===== src/rtl/sw_traceback_pkg.sv =====
// sw_traceback_pkg: pointer and op encodings plus FSM states shared by the traceback unit
// and the PE array writer that fills the pointer RAM.
package sw_traceback_pkg;
  localparam logic [2:0] PTR_DIAG = 3'd0;
  localparam logic [2:0] PTR_UP   = 3'd1;
  localparam logic [2:0] PTR_LEFT = 3'd2;
  localparam logic [2:0] PTR_STOP = 3'b111;
  typedef enum logic [1:0] {OP_MATCH = 2'd0, OP_INS = 2'd1, OP_DEL = 2'd2} op_e;
  typedef enum logic [2:0] {ST_IDLE, ST_READ, ST_WAIT, ST_EMIT, ST_FIN} state_e;
  function automatic op_e ptr_to_op(logic [2:0] ptr);
    return ptr == PTR_DIAG ? OP_MATCH : ptr == PTR_UP ? OP_INS : OP_DEL;
  endfunction
endpackage


===== src/rtl/sw_traceback_unit.sv =====
// sw_traceback_unit: walks the Smith-Waterman pointer matrix from an end cell toward the origin,
// emitting one alignment op per step on a valid/ready stream.
module sw_traceback_unit
  import sw_traceback_pkg::*;
#(
  parameter int QRY_LEN = 16,
  parameter int REF_LEN = 16,
  parameter int ROW_W   = 4,
  parameter int COL_W   = 4
) (
  input  logic             clk,
  input  logic             rst_n,
  input  logic             start_i,
  input  logic [ROW_W-1:0] start_row_i,
  input  logic [COL_W-1:0] start_col_i,
  output logic             busy_o,
  output logic             mem_rd_en_o,
  output logic [ROW_W-1:0] mem_rd_row_o,
  output logic [COL_W-1:0] mem_rd_col_o,
  input  logic [2:0]       mem_rd_data_i,
  output logic             op_valid_o,
  input  logic             op_ready_i,
  output logic [1:0]       op_code_o,
  output logic [ROW_W-1:0] op_row_o,
  output logic [COL_W-1:0] op_col_o,
  output logic             done_o,
  output logic             err_o
);
  localparam int MAX_STEPS = QRY_LEN + REF_LEN;
  localparam int STEP_W = $clog2(MAX_STEPS + 1);
  state_e state_q;
  op_e op_code_q;
  logic [ROW_W-1:0] row_q, row_d;
  logic [COL_W-1:0] col_q, col_d;
  logic [STEP_W-1:0] step_q, step_d;
  logic busy_q, rd_en_q, valid_q, done_q, err_q;
  logic row_dec, col_dec, underflow, out_of_range, bad_ptr;
  always_comb begin
    row_dec = op_code_q != OP_DEL;
    col_dec = op_code_q != OP_INS;
    underflow = (row_dec && row_q == '0) || (col_dec && col_q == '0);
    row_d = row_q - ROW_W'(row_dec);
    col_d = col_q - COL_W'(col_dec);
    step_d = step_q + 1'b1;
    out_of_range = 32'(start_row_i) >= QRY_LEN || 32'(start_col_i) >= REF_LEN;
    bad_ptr = mem_rd_data_i > PTR_LEFT && mem_rd_data_i != PTR_STOP;
  end
  // Every output is a register; the current coordinates double as read address and op cell.
  always_ff @(posedge clk or negedge rst_n) begin
    if (!rst_n) begin
      state_q   <= ST_IDLE;
      op_code_q <= OP_MATCH;
      row_q     <= '0;
      col_q     <= '0;
      step_q    <= '0;
      busy_q    <= 1'b0;
      rd_en_q   <= 1'b0;
      valid_q   <= 1'b0;
      done_q    <= 1'b0;
      err_q     <= 1'b0;
    end else begin
      rd_en_q <= 1'b0;
      done_q  <= 1'b0;
      case (state_q)
        ST_IDLE: if (start_i) begin
          busy_q <= 1'b1;
          if (out_of_range) begin
            state_q <= ST_FIN;
            done_q  <= 1'b1;
            err_q   <= 1'b1;
          end else begin
            state_q <= ST_READ;
            rd_en_q <= 1'b1;
            row_q   <= start_row_i;
            col_q   <= start_col_i;
            step_q  <= '0;
          end
        end
        ST_READ: state_q <= ST_WAIT;
        ST_WAIT: if (mem_rd_data_i == PTR_STOP || bad_ptr) begin
          state_q <= ST_FIN;
          done_q  <= 1'b1;
          err_q   <= bad_ptr;
        end else begin
          state_q   <= ST_EMIT;
          valid_q   <= 1'b1;
          op_code_q <= ptr_to_op(mem_rd_data_i);
        end
        ST_EMIT: if (op_ready_i) begin
          valid_q <= 1'b0;
          step_q  <= step_d;
          if (underflow) begin
            state_q <= ST_FIN;
            done_q  <= 1'b1;
          end else begin
            row_q <= row_d;
            col_q <= col_d;
            if (32'(step_d) == MAX_STEPS) begin
              state_q <= ST_FIN;
              done_q  <= 1'b1;
              err_q   <= 1'b1;
            end else begin
              state_q <= ST_READ;
              rd_en_q <= 1'b1;
            end
          end
        end
        ST_FIN: begin
          state_q <= ST_IDLE;
          busy_q  <= 1'b0;
          err_q   <= 1'b0;
        end
        default: state_q <= ST_IDLE;
      endcase
    end
  end
  assign busy_o       = busy_q;
  assign mem_rd_en_o  = rd_en_q;
  assign mem_rd_row_o = row_q;
  assign mem_rd_col_o = col_q;
  assign op_valid_o   = valid_q;
  assign op_code_o    = op_code_q;
  assign op_row_o     = row_q;
  assign op_col_o     = col_q;
  assign done_o       = done_q;
  assign err_o        = err_q;
endmodule


===== config.mk =====
export PLATFORM = sky130hd
export DESIGN_NAME = sw_traceback_unit
export DESIGN_NICKNAME = d
export VERILOG_FILES = /design/src/rtl/sw_traceback_pkg.sv /design/src/rtl/sw_traceback_unit.sv
export SDC_FILE = /design/constraint.sdc
export NUM_CORES = 1
export LEC_CHECK = 0
export BUFFER_PORTS_ARGS = -buffer_cell sky130_fd_sc_hd__buf_2
export CAP_MARGIN = 5
export CORE_ASPECT_RATIO = 1.25
export CORE_MARGIN = 2
export CORE_UTILIZATION = 58
export CTS_BUF_LIST = sky130_fd_sc_hd__clkbuf_8
export DETAILED_ROUTE_END_ITERATION = 16
export PLACE_DENSITY_LB_ADDON = 0.15
export REMOVE_ABC_BUFFERS = 1
export SETUP_SLACK_MARGIN = 0.3
export SYNTH_ARGS = -nofsm -noshare
export SYNTH_HDL_FRONTEND = slang
export SYNTH_SLANG_ARGS = --single-unit

===== constraint.sdc =====
create_clock -name clk -period 3.6 [get_ports clk]
set_input_delay 0.54 -clock clk [delete_from_list [all_inputs] [get_ports clk]]
set_output_delay 0.54 -clock clk [all_outputs]
set_load 0.02 [all_outputs]

== After elaboration in Yosys (flattened, before gate mapping) ==
Cells that the tools add are included.
Widths: inputs -> output; s select.

* $add $sub $neg: 3
* $mul: 0
* Divide/modulo/power cells: 0
* $lt $le $gt $ge: 1
* Equal/unequal tests: 16
* Shift operators: 0
* Muxes and demuxes: 39
* Bitwise operators: 1
* Reductions and logical operators: 20

{| class="wikitable"
|+ Operators by type and width
! operator !! count
|-
| $mux 4 || 6
|-
| $pmux 4 s2 || 2
|-
| $mux 1 || 15
|-
| $mux 3 || 5
|-
| $ne 2x2->1 const B || 7
|-
| $mux 6 || 2
|-
| $pmux 3 s4 || 1
|-
| $pmux 6 s2 || 1
|-
| $logic_not 4->1 || 2
|-
| $pmux 1 s2 || 4
|-
| $sub 4x1->4 || 2
|-
| $add 6x1->6 const B || 1
|-
| $eq 3x1->1 const B || 2
|-
| $eq 3x2->1 const B || 2
|-
| $eq 3x3->1 const B || 2
|-
| $eq 6x6->1 const B || 1
|-
| $logic_not 3->1 || 2
|-
| $reduce_and 2->1 || 3
|-
| $reduce_and 3->1 || 2
|-
| $reduce_bool 2->1 || 3
|-
| $reduce_and 5->1 || 1
|-
| $mux 2 || 2
|-
| $reduce_and 4->1 || 1
|-
| $gt 3x2->1 const B || 1
|-
| 7 further kinds || 10
|}

* Register bits after elaboration: 24
* Bits in latches: 0
* RAM bits: 0
* Bits in read-only memories: 0
* Output and inout port bits: 23
* Logic and storage cells: 90
* Memories kept: 0

== Logic depth before layout (Yosys ltp) ==
Gate-level depths: netlist of run 1.

* Depth after elaboration: 6
* Gate-level depth with buffers: 7
* Mapped depth without buffers: 6

== Worst setup path after synthesis of run 1 ==
Ideal clock, no wire load.

* Path type: reg2reg
* Start point: register op_code_q[0], in the netlist op_code_o[0]
* End point: register row_q[2], in the netlist mem_rd_row_o[2]
* Library setup time: 124 ps
* Arrival: 1508 ps
* Setup slack: 1969 ps
* Cell stages (with the launch flop): 7
* Path buffers: 0
* Period minus slack after synthesis: 1631 ps
* Path through: dfrtp_1 -> nand2b_1 -> ha_1 -> ha_1 -> or2_2 -> a31oi_1 -> a21oi_1

* Word-level cells in the longest chain between the ends: 5

{| class="wikitable"
|+ RTL lines
! item !! RTL line !! text
|-
| start: declaration || sw_traceback_unit.sv:32 || <nowiki>op_e op_code_q;</nowiki>
|-
| start signal: assignment || sw_traceback_unit.sv:87 || <nowiki>op_code_q <= ptr_to_op(mem_rd_data_i);</nowiki>
|-
| $ne 2x2->1 or $ne 2x1->1 (tied branches) || sw_traceback_unit.sv:39, sw_traceback_unit.sv:40 ||
|-
| $sub 4x1->4 or $logic_and 1x1->1 (tied branches) || sw_traceback_unit.sv:42, sw_traceback_unit.sv:41 ||
|-
| $mux 4 or $logic_or 1x1->1 (tied branches) || sw_traceback_unit.sv:92, sw_traceback_unit.sv:41 ||
|-
| $mux 4 or $ne 2x2->1 (tied branches) || -- ||
|-
| $pmux 4 s2 or $reduce_and 4->1 (tied branches) || -- ||
|-
| end signal: assignment || sw_traceback_unit.sv:74 || <nowiki>row_q <= start_row_i;</nowiki>
|-
| end signal: assignment || sw_traceback_unit.sv:96 || <nowiki>row_q <= row_d;</nowiki>
|-
| end: declaration || sw_traceback_unit.sv:33 || <nowiki>logic [ROW_W-1:0] row_q, row_d;</nowiki>
|}

Several ways; a longest one is shown, not always the timed one. The select of a mux whose other input is x is not followed.
A chain may end at the register's enable or synchronous reset.

== Worst setup path after layout of run 1 ==
* Start point: register state_q[0]
* End point: register col_q[0], in the netlist mem_rd_col_o[0]

* Word-level cells in the longest chain between the ends: 3

{| class="wikitable"
|+ RTL lines
! item !! RTL line !! text
|-
| start: declaration || sw_traceback_unit.sv:31 || <nowiki>state_e state_q;</nowiki>
|-
| start signal: assignment || sw_traceback_unit.sv:51 || <nowiki>state_q <= ST_IDLE;</nowiki>
|-
| start signal: assignment || sw_traceback_unit.sv:68 || <nowiki>state_q <= ST_FIN;</nowiki>
|-
| start signal: assignment || sw_traceback_unit.sv:72 || <nowiki>state_q <= ST_READ;</nowiki>
|-
| $eq 3x2->1 or $logic_not 3->1 (tied branches) || sw_traceback_unit.sv:64 || <nowiki>case (state_q)</nowiki>
|-
| $ne 2x2->1 (no line) or $reduce_bool 2->1 (tied branches) || -- ||
|-
| $reduce_and 4->1 (no line) || -- ||
|-
| end signal: assignment || sw_traceback_unit.sv:75 || <nowiki>col_q <= start_col_i;</nowiki>
|-
| end signal: assignment || sw_traceback_unit.sv:97 || <nowiki>col_q <= col_d;</nowiki>
|-
| end: declaration || sw_traceback_unit.sv:34 || <nowiki>logic [COL_W-1:0] col_q, col_d;</nowiki>
|}

Several ways; a longest one is shown, not always the timed one.

==> flow_summary.toml, run 1 <==
[clock_network]
numCtsBuffers = 3
htreeDepth = 1
cts_setup_buffers = 0
clk_pin_slew_worst_paths_ps = 80
clock_path_buffers = 2
clkSinkCount = 24
cts_tree = "done"
ctsHoldBuffers = 0
insertion_delay_ps = 270
ctsResizeCount = 0
clockRootBuffer = "clkbuf_8"

[logic_synthesis]
synth-simple-area-share_pct = 22.0
syn_inst = 165
synthTopCellsByArea = "dfrtp_1 (41%), o21ai_0 (4.8%), nand2_1 (4.4%)"
synth_top_area_share_pct = 41.1
yosys_register_bits = 24
synthAdderAreaFrac_pct = 4.28
seq_area_frac_synth_pct = 41.1
yosys.cell_types.count = 36
yosys_warnings = 0
synth_compound_area_share_pct = 22.7
synth.avg_cell_area_um2 = 8.85
synth_top_family_by_area = "compound AO/OA/AOI/OAI gates"
synth_mux_area_share_pct = 1.46
yosysTopAreaCell = "dfrtp_1"
synthXorXnorAreaFrac_pct = 0
syn_area_um2 = 1460

[run]
max_cap_viol_count = 0

[final_layout]
final_area_um2 = 1630
num_antenna_cells = 0
layout-drive-gt1-share_pct = 24.7
areaGrowthSynthToFinish_pct = 11.5
num-nets-final = 212
final_util_pct = 67.8
fin_cells = 223

[place]
hpwl_um = 2310
gp_congestion = 0.809
placed_cell_area_um2 = 1590
dp.cells = 220
dp_slack_ps = 1670
port_buffers = 37

[timing]
setup_viol = 0
slew_viol_final = 0
worst_pin_slew_ps = 542
hold_viol = 0
layout_min_cycle_time_ps = 1970
period_share_pct = 54.7
rsz0062_at_grt = "no"
worst_slack_ps = 1630
fmax_mhz = 508
whs_ps = 244
skew_ps = 2.88
setup_tns_ps = 0
max_slew_margin_pct = 63.8

[critical_path]
cp.arrival_ps = 2170
reg2reg_slack_ps = 1630
criticalPathCategory = "reg -> reg"
required_ps = 3800
reg2reg_from = "state_q[0]"
start_kind = "flop"
worstReg2RegEnd = "mem_rd_col_o[0]"
crit_fanout = 15
rr_worst_depth = 4
endpoint_kind = "flop"

[routing]
ant_nets = 0
first_iter_violations = 35
num_vias = 1275
route.final.wire_length_um = 3160
wl_per_cell_um = 14.1
via_per_inst = 5.72
dr.pass1.iters = 4
drc = 0

[global_route]
antenna_found_initial = 0
grt_pass1_wl_um = 5080
grt_pass1_vias = 1160
grtUsageTotal_pct = 22.7
grt_max_degree = 25
grt-ovfl-total = 0

[power_and_ir_drop]
p_comb_share_pct = 52.5
ir_worst_vdd_mv = 0.440
seqPwrFrac_pct = 35.9
switching_share_pct = 48.9
power_density_nw_per_um2 = 851
power.net_switching_mw = 0.677
clockPowerShare_pct = 11.6
finalPower_mw = 1.38
p_leak_nw = 0.759
intPower_mw = 0.708

[floorplanning]
fp.dieW_um = 48.9
start_util_pct = 60.8
dieHeight_um = 60.1
row_count = 20
coreArea_um2 = 2400
die_area_um2 = 2940
ios = 38

[run_status]
status = "finished, final reports clean"

[hold_path]
hold_class = "in -> async"
## layer usage
metal | track usage (%) | vias to the layer above | share of wire [%] | wire length [um]
li1 | - | 632 | - | -
met1 | 28.5 | 587 | 43 | 1350
met2 | 36.4 | 49 | 50 | 1570
met3 | 4.50 | 7 | 5.6 | 178
met4 | 13.9 | 0 | 1.8 | 57
met5 | 0 | - | 0 | 0
## critical path: stages (launching register included)
cell	delay (ps)
dfrtp_1	600
nand4_2	420
o21ai_4	260
and2_1	380
mux2i_1	230
## power groups by stage
stage	logic (mW)	clock network, mW	registers [mW]
finish	0.727	0.161	0.497
detailed placement	0.728	0	0.501
floorplan	0.348	0	0.637
CTS	0.730	0.164	0.495
global placement	0.706	0	0.491
global route	0.797	0.177	0.514
## placed cells by master (no fill, tap or decap), drive strengths merged, types with 4 or more instances in the layout
cell type | netlist | final
ha | 5 | 5
nand3 | 8 | 8
nand2b | 5 | 5
a21oi | 12 | 12
nor2 | 15 | 15
nand2 | 17 | 17
a31oi | 5 | 5
buf | 14 | 37
inv | 6 | 6
dfrtp | 24 | 24
and2 | 4 | 4
and3 | 4 | 4
o21ai | 22 | 22
## cell type report
| class | count | area, um2 |
|---|---|---|
| clock buffers | 3 | 41.3 |
| inverters | 6 | 22.5 |
| flip-flops and latches | 24 | 601 |
| repair buffers | 37 | 185 |
| multi-input cells | 120 | 737 |
| fillers | 212 | 774 |
| well taps | 33 | 41.3 |
## flip-flops by register name (all words and copies together), names as in the netlist
signal        flops
step_q            6
mem_rd_col_o      4
mem_rd_row_o      4
state_q           3
op_code_o         2
busy_o            1
done_o            1
err_o             1
mem_rd_en_o       1
op_valid_o        1
## kinds of logic after synthesis
group,count (synthesis)
buf+inv,21
mux,2
flops,24
simple gates,62
compound gates,51
fa+ha+maj,5
## worst max path at each step
stage                                from               to  slack, ps  depth (start not counted)
final                          state_q[0]  mem_rd_col_o[0]       1630                          4
after global routing           state_q[0]  mem_rd_col_o[0]       1500                          4
after CTS                      state_q[0]  mem_rd_col_o[0]       1670                          4
after detailed placement       op_ready_i  mem_rd_col_o[0]       1670                          5
after global placement         op_ready_i  mem_rd_col_o[0]       1730                          5
after floorplan           mem_rd_row_o[0]  mem_rd_row_o[2]       1900                          6
## synthesized netlist by cell type (all sizes together)
| cell | count |
|---|---|
| dfrtp | 24 |
| o211a | 1 |
| a31oi | 5 |
| buf | 14 |
| nand2 | 17 |
| a311oi | 1 |
| o2bb2ai | 1 |
| inv | 6 |
| mux2 | 1 |
| nand4b | 2 |
| and3 | 4 |
| nor4b | 1 |
| a21oi | 12 |
| nor2 | 15 |
| o21a | 1 |
| ha | 5 |
| clkbuf | 1 |
| o32ai | 2 |
| o22ai | 1 |
| nand4 | 3 |
| mux2i | 1 |
| and2 | 4 |
| a41oi | 1 |
| nand3b | 1 |
| a32o | 1 |
| nand3 | 8 |
| nand2b | 5 |
| or2 | 2 |
| o21ai | 22 |
| o31ai | 3 |
Power figures use the tool's default switching activity.
==> inputs of run 2 (changes only) <==
--- a/config.mk
+++ b/config.mk
@@ -9,7 +9,7 @@
 export CAP_MARGIN = 5
 export CORE_ASPECT_RATIO = 1.25
 export CORE_MARGIN = 2
-export CORE_UTILIZATION = 58
+export CORE_UTILIZATION = 49
 export CTS_BUF_LIST = sky130_fd_sc_hd__clkbuf_8
 export DETAILED_ROUTE_END_ITERATION = 16
 export PLACE_DENSITY_LB_ADDON = 0.15
==> constraint.sdc (replaced) <==
create_clock -name clk -period 1.8 [get_ports clk]
set_input_delay 0.27 -clock clk [delete_from_list [all_inputs] [get_ports clk]]
set_output_delay 0.27 -clock clk [all_outputs]
set_load 0.02 [all_outputs]
==> run 2 against run 1 <==
Non-clock buffer count increased by 26; maximum frequency increased by 30%; critical path depth increased by 2; sequential cell count unchanged; combinational power increased to 2.8 times the previous value; via count increased by 12%; die area increased by 17%; setup slack got worse by 1300 ps; clock power increased by 130%; clock-buffer cell count increased by 1.
==> flow_summary.toml, run 2 (same netlist as run 1, synthesis figures left out) <==
[run_status]
status = "finished, final reports clean"

[routing]
drc = 0
route.final.wire_length_um = 3810
first_iter_violations = 27
wl_per_cell_um = 15.0
dr.pass1.iters = 4
via_per_inst = 5.62
ant_nets = 0
num_vias = 1422

[final_layout]
final_cell_mix = "buf_2 (37), buf_4 (22), dfrtp_1 (21)"
final_common_cell = "buf_2"
areaGrowthSynthToFinish_pct = 38.1
final_area_um2 = 2020
layout-drive-gt1-share_pct = 46.1
num-nets-final = 238
num_antenna_cells = 0
top_register = "step_q"
largest_reg_flops = 6

[floorplanning]
row_count = 22
coreArea_um2 = 2890
ios = 38
dieHeight_um = 65.0
start_util_pct = 50.5
fp.dieW_um = 52.8
die_area_um2 = 3440

[critical_path]
start_kind = "flop"
endpoint_kind = "flop"
required_ps = 1960
criticalPathCategory = "reg -> reg"
cp.arrival_ps = 1670
crit_fanout = 3

[timing]
slew_viol_final = 0
period_share_pct = 83.9
worst_pin_slew_ps = 548
max_slew_margin_pct = 63.5
layout_min_cycle_time_ps = 1510
skew_ps = 4.01
fmax_mhz = 662
hold_viol = 0
setup_tns_ps = 0
rsz0062_at_grt = "yes"
setup_viol = 0

[place]
port_buffers = 37
gp_congestion = 0.780
hpwl_um = 2480
placed_cell_area_um2 = 1640

[global_route]
antenna_found_initial = 0
grt_pass1_vias = 1311
grt-ovfl-total = 0
grtUsageTotal_pct = 22.9
grt_pass1_wl_um = 5870
grt_max_degree = 25

[run]
max_cap_viol_count = 0

[clock_network]
numCtsBuffers = 3
clockRootBuffer = "clkbuf_8"
clk_pin_slew_worst_paths_ps = 80
cts_tree = "done"
insertion_delay_ps = 270
clkSinkCount = 24
htreeDepth = 1
clock_path_buffers = 2

[power_and_ir_drop]
power_density_nw_per_um2 = 1690
ir_worst_vdd_mv = 0.921
finalPower_mw = 3.40
p_leak_nw = 0.921

[hold_path]
hold_class = "in -> reg"
[run 2: changes by cell type in the layout (fill, tap and decap cells not counted), sizes merged]
cell / previous run / this run
clkbuf: 3 / 4
buf: 37 / 62
dlygate4sd3: 0 / 1
[run 2: worst paths after layout]
| check | end | slack [ps] | from | cells past startpoint |
|---|---|---|---|---|
| min reg2reg | op_valid_o | 480 | op_valid_o | 2 |
| max reg2reg | state_q[0] | 290 | step_q[0] | 6 |
| max in group asynchronous | state_q[2] | 880 | rst_n | 2 |
| min | op_code_o[1] | 270 | mem_rd_data_i[1] | 2 |
| max | state_q[0] | 290 | step_q[0] | 6 |
| min in group asynchronous | mem_rd_row_o[0] | 520 | rst_n | 2 |
[run 2: what timing repair did]
| action | CTS | global route |
|---|---|---|
| gates resized for setup | 16 | 25 |
| hold buffers | 1 | 0 |
| buffers inserted | 9 | 9 |
| pin swaps | 7 | 8 |
| hold endpoints to repair | 13 | 0 |
| setup endpoints to repair | 11 | 15 |
[run 2: stage by stage]
step	hold WS (ps)	util (%)	std cells	worst slack [ps]
floorplan	-25.6	-	150	101
global placement	284	56.8	230	203
detailed placement	285	56.8	230	163
CTS	269	64.1	244	298
global route	280	69.8	253	218
finish	270	69.8	253	290
[run 2: worst max-delay path: stages (launching register included)]
cell,delay [ps]
dfrtp_1,420
ha_4,180
nand3_4,70
nor4b_4,240
a41oi_2,80
and2_4,210
o211a_1,200
[run 2: cell type report]
class                   instances  area (um2)
well taps                      36        45.0
repair buffers                 63         394
multi-input cells             120         896
inverters                       6        22.5
flip-flops and latches         24         604
clock buffers                   4        55.1
fillers                       215         873
[run 2: report_power, final]
| part | internal, mW | switching (mW) | total (mW) | leakage [nW] |
|---|---|---|---|---|
| Combinational | 0.899 | 1.16 | 2.05 | 0.597 |
| Clock | 0.195 | 0.170 | 0.365 | 0.0288 |
| Sequential | 0.750 | 0.234 | 0.985 | 0.295 |
[run 2: layer usage]
metal  up-vias  track usage, %  routed length [um]
met1       689            26.3                1560
met2        40            41.1                2020
li1        684               -                   -
met5         -               0                   0
met4         0            10.6                  88
met3         9            2.76                 139
==> inputs of run 3 (changes only) <==
--- a/config.mk
+++ b/config.mk
@@ -9,7 +9,7 @@
 export CAP_MARGIN = 5
 export CORE_ASPECT_RATIO = 1.25
 export CORE_MARGIN = 2
-export CORE_UTILIZATION = 49
+export CORE_UTILIZATION = 54
 export CTS_BUF_LIST = sky130_fd_sc_hd__clkbuf_8
 export DETAILED_ROUTE_END_ITERATION = 16
 export PLACE_DENSITY_LB_ADDON = 0.15
==> constraint.sdc (replaced) <==
create_clock -name clk -period 1.55 [get_ports clk]
set_input_delay 0.2325 -clock clk [delete_from_list [all_inputs] [get_ports clk]]
set_output_delay 0.2325 -clock clk [all_outputs]
set_load 0.02 [all_outputs]
==> run 3 against run 2 <==
The run now ends with negative setup slack left; core utilization rose by 22 points; non-clock buffer count up 19; setup slack got worse by 310 ps; clock skew hardly changed; critical path depth stayed put; first-iteration DRC count rose to 3.2 times the previous value; maximum frequency is 4.0% lower; cell count up 6.7%.
==> flow_summary.toml, run 3 (same netlist as run 1, synthesis figures left out) <==
[run_status]
status = "finished with violations"
violations = "negative setup slack"

[critical_path]
endpoint_kind = "flop"
worstReg2RegEnd = "mem_rd_row_o[2]"
reg2reg_slack_ps = -20
cp.arrival_ps = 1710
start_kind = "flop"
criticalPathCategory = "reg -> reg"
rr_worst_depth = 6
reg2reg_from = "mem_rd_col_o[2]"
crit_fanout = 7
required_ps = 1680

[floorplanning]
coreArea_um2 = 2630
start_util_pct = 55.6
die_area_um2 = 3140
dieHeight_um = 62.1
ios = 38
row_count = 21
fp.dieW_um = 50.5

[power_and_ir_drop]
ir_worst_vdd_mv = 1.58
p_comb_share_pct = 68.6
power_density_nw_per_um2 = 2110
intPower_mw = 2.68
switching_share_pct = 47.3
seqPwrFrac_pct = 22.9
finalPower_mw = 5.08
p_leak_nw = 1.07
power.net_switching_mw = 2.40
clockPowerShare_pct = 8.5

[hold_path]
holdPathEnd = "op_code_o[1]"
hold_class = "in -> reg"
min_path_cells = 2
min_from = "mem_rd_data_i[1]"

[timing]
worst_pin_slew_ps = 548
rsz0062_at_grt = "yes"
layout_min_cycle_time_ps = 1570
hold_viol = 0
whs_ps = 261
period_share_pct = 101
slew_viol_final = 0
setup_viol = 2
skew_ps = 3.53
fmax_mhz = 636
max_slew_margin_pct = 63.4
worst_slack_ps = -22.1

[final_layout]
num_antenna_cells = 0
final_common_cell = "buf_2"
num-nets-final = 257
final_cell_mix = "buf_2 (36), buf_4 (23), buf_6 (22)"
final_area_um2 = 2400
layout-drive-gt1-share_pct = 62.7
largest_reg_flops = 6
nFillCells = 101
top_register = "step_q"
areaGrowthSynthToFinish_pct = 64.6

[clock_network]
clockRootBuffer = "clkbuf_8"
cts_tree = "done"
insertion_delay_ps = 260
htreeDepth = 1
clk_pin_slew_worst_paths_ps = 90
clkSinkCount = 24
numCtsBuffers = 3
clock_path_buffers = 2

[routing]
via_per_inst = 6.52
highest_layer = "met4"
wl_met1_um = 2040
dr_wl_met3_um = 455
route.met2.wl_um = 3140
num_vias = 1761
drc = 0
wl_per_cell_um = 22.5
first_iter_violations = 87
dr.pass1.iters = 4
route.final.wire_length_um = 6080
ant_nets = 0

[global_route]
grt_max_degree = 25
grt_pass1_wl_um = 7950
grt-ovfl-total = 0
grtUsageTotal_pct = 33.5
grt_pass1_vias = 1679
antenna_found_initial = 0

[place]
port_buffers = 37
hpwl_um = 2560
dp_slack_ps = -24.2
placed_cell_area_um2 = 1760
gp_congestion = 0.853

[run]
max_cap_viol_count = 0
run 3: metal layers:
metal  vias up  track usage, %
li1        726               -
met1       844            37.0
met2       139            57.4
met3        52            5.53
met4         0            22.6
met5         -               0
run 3: worst max-delay path by stage:
| stage | slack [ps] | to | startpoint | depth (start not counted) |
|---|---|---|---|---|
| finish | -20 | mem_rd_row_o[2] | mem_rd_col_o[2] | 6 |
| CTS | 50 | state_q[0] | step_q[1] | 6 |
| global route | -90 | state_q[0] | step_q[0] | 6 |
| detailed placement | -20 | mem_rd_row_o[2] | op_code_o[0] | 6 |
| global placement | 10 | mem_rd_row_o[2] | op_code_o[0] | 6 |
| floorplan | -150 | mem_rd_row_o[2] | mem_rd_row_o[0] | 6 |
run 3: power by group through the flow:
stage	Combinational, mW	Clock, mW	Sequential (mW)
4_1_cts	2.82	0.440	1.10
5_1_grt	3.64	0.468	1.19
6_report	3.48	0.432	1.16
2_1_floorplan	0.808	0	1.48
3_3_place_gp	2.01	0	1.08
3_5_place_dp	2.08	0	1.10
run 3: critical path, stage by stage, from the launching register on:
cell and delay, ps:
dfrtp_1 460, nor2_1 180, and3_4 250, o2bb2ai_4 80
buf_6 150, a31oi_1 230, a21oi_1 90
run 3: timing repair:
action	CTS	global route
endpoints found under the hold margin	24	0
endpoints found under the setup margin	21	23
setup buffers	18	3
resized for setup	61	45
hold buffers	1	0
pin swaps	21	15
cloned	0	0
run 3: per-stage QoR:
| stage | std cells | setup TNS [ps] | utilization, % |
|---|---|---|---|
| finish | 270 | -38.9 | 91.5 |
| global route | 270 | -321 | 91.5 |
| CTS | 267 | 0 | 83.5 |
| detailed placement | 244 | -29.8 | 67.0 |
| global placement | 244 | 0 | 67.0 |
| floorplan | 150 | -657 | - |
run 3: area by class of cell:
| type | count | area, um2 | share of cell area, % |
|---|---|---|---|
| Sequential cell | 24 | 604 | 25.1 |
| Timing Repair Buffer | 82 | 611 | 25.4 |
| Multi-Input combinational cell | 120 | 1070 | 44.4 |
| Tap cell | 34 | 42.5 | 1.77 |
| Clock buffer | 4 | 55.1 | 2.29 |
| Inverter | 6 | 25.0 | 1.04 |
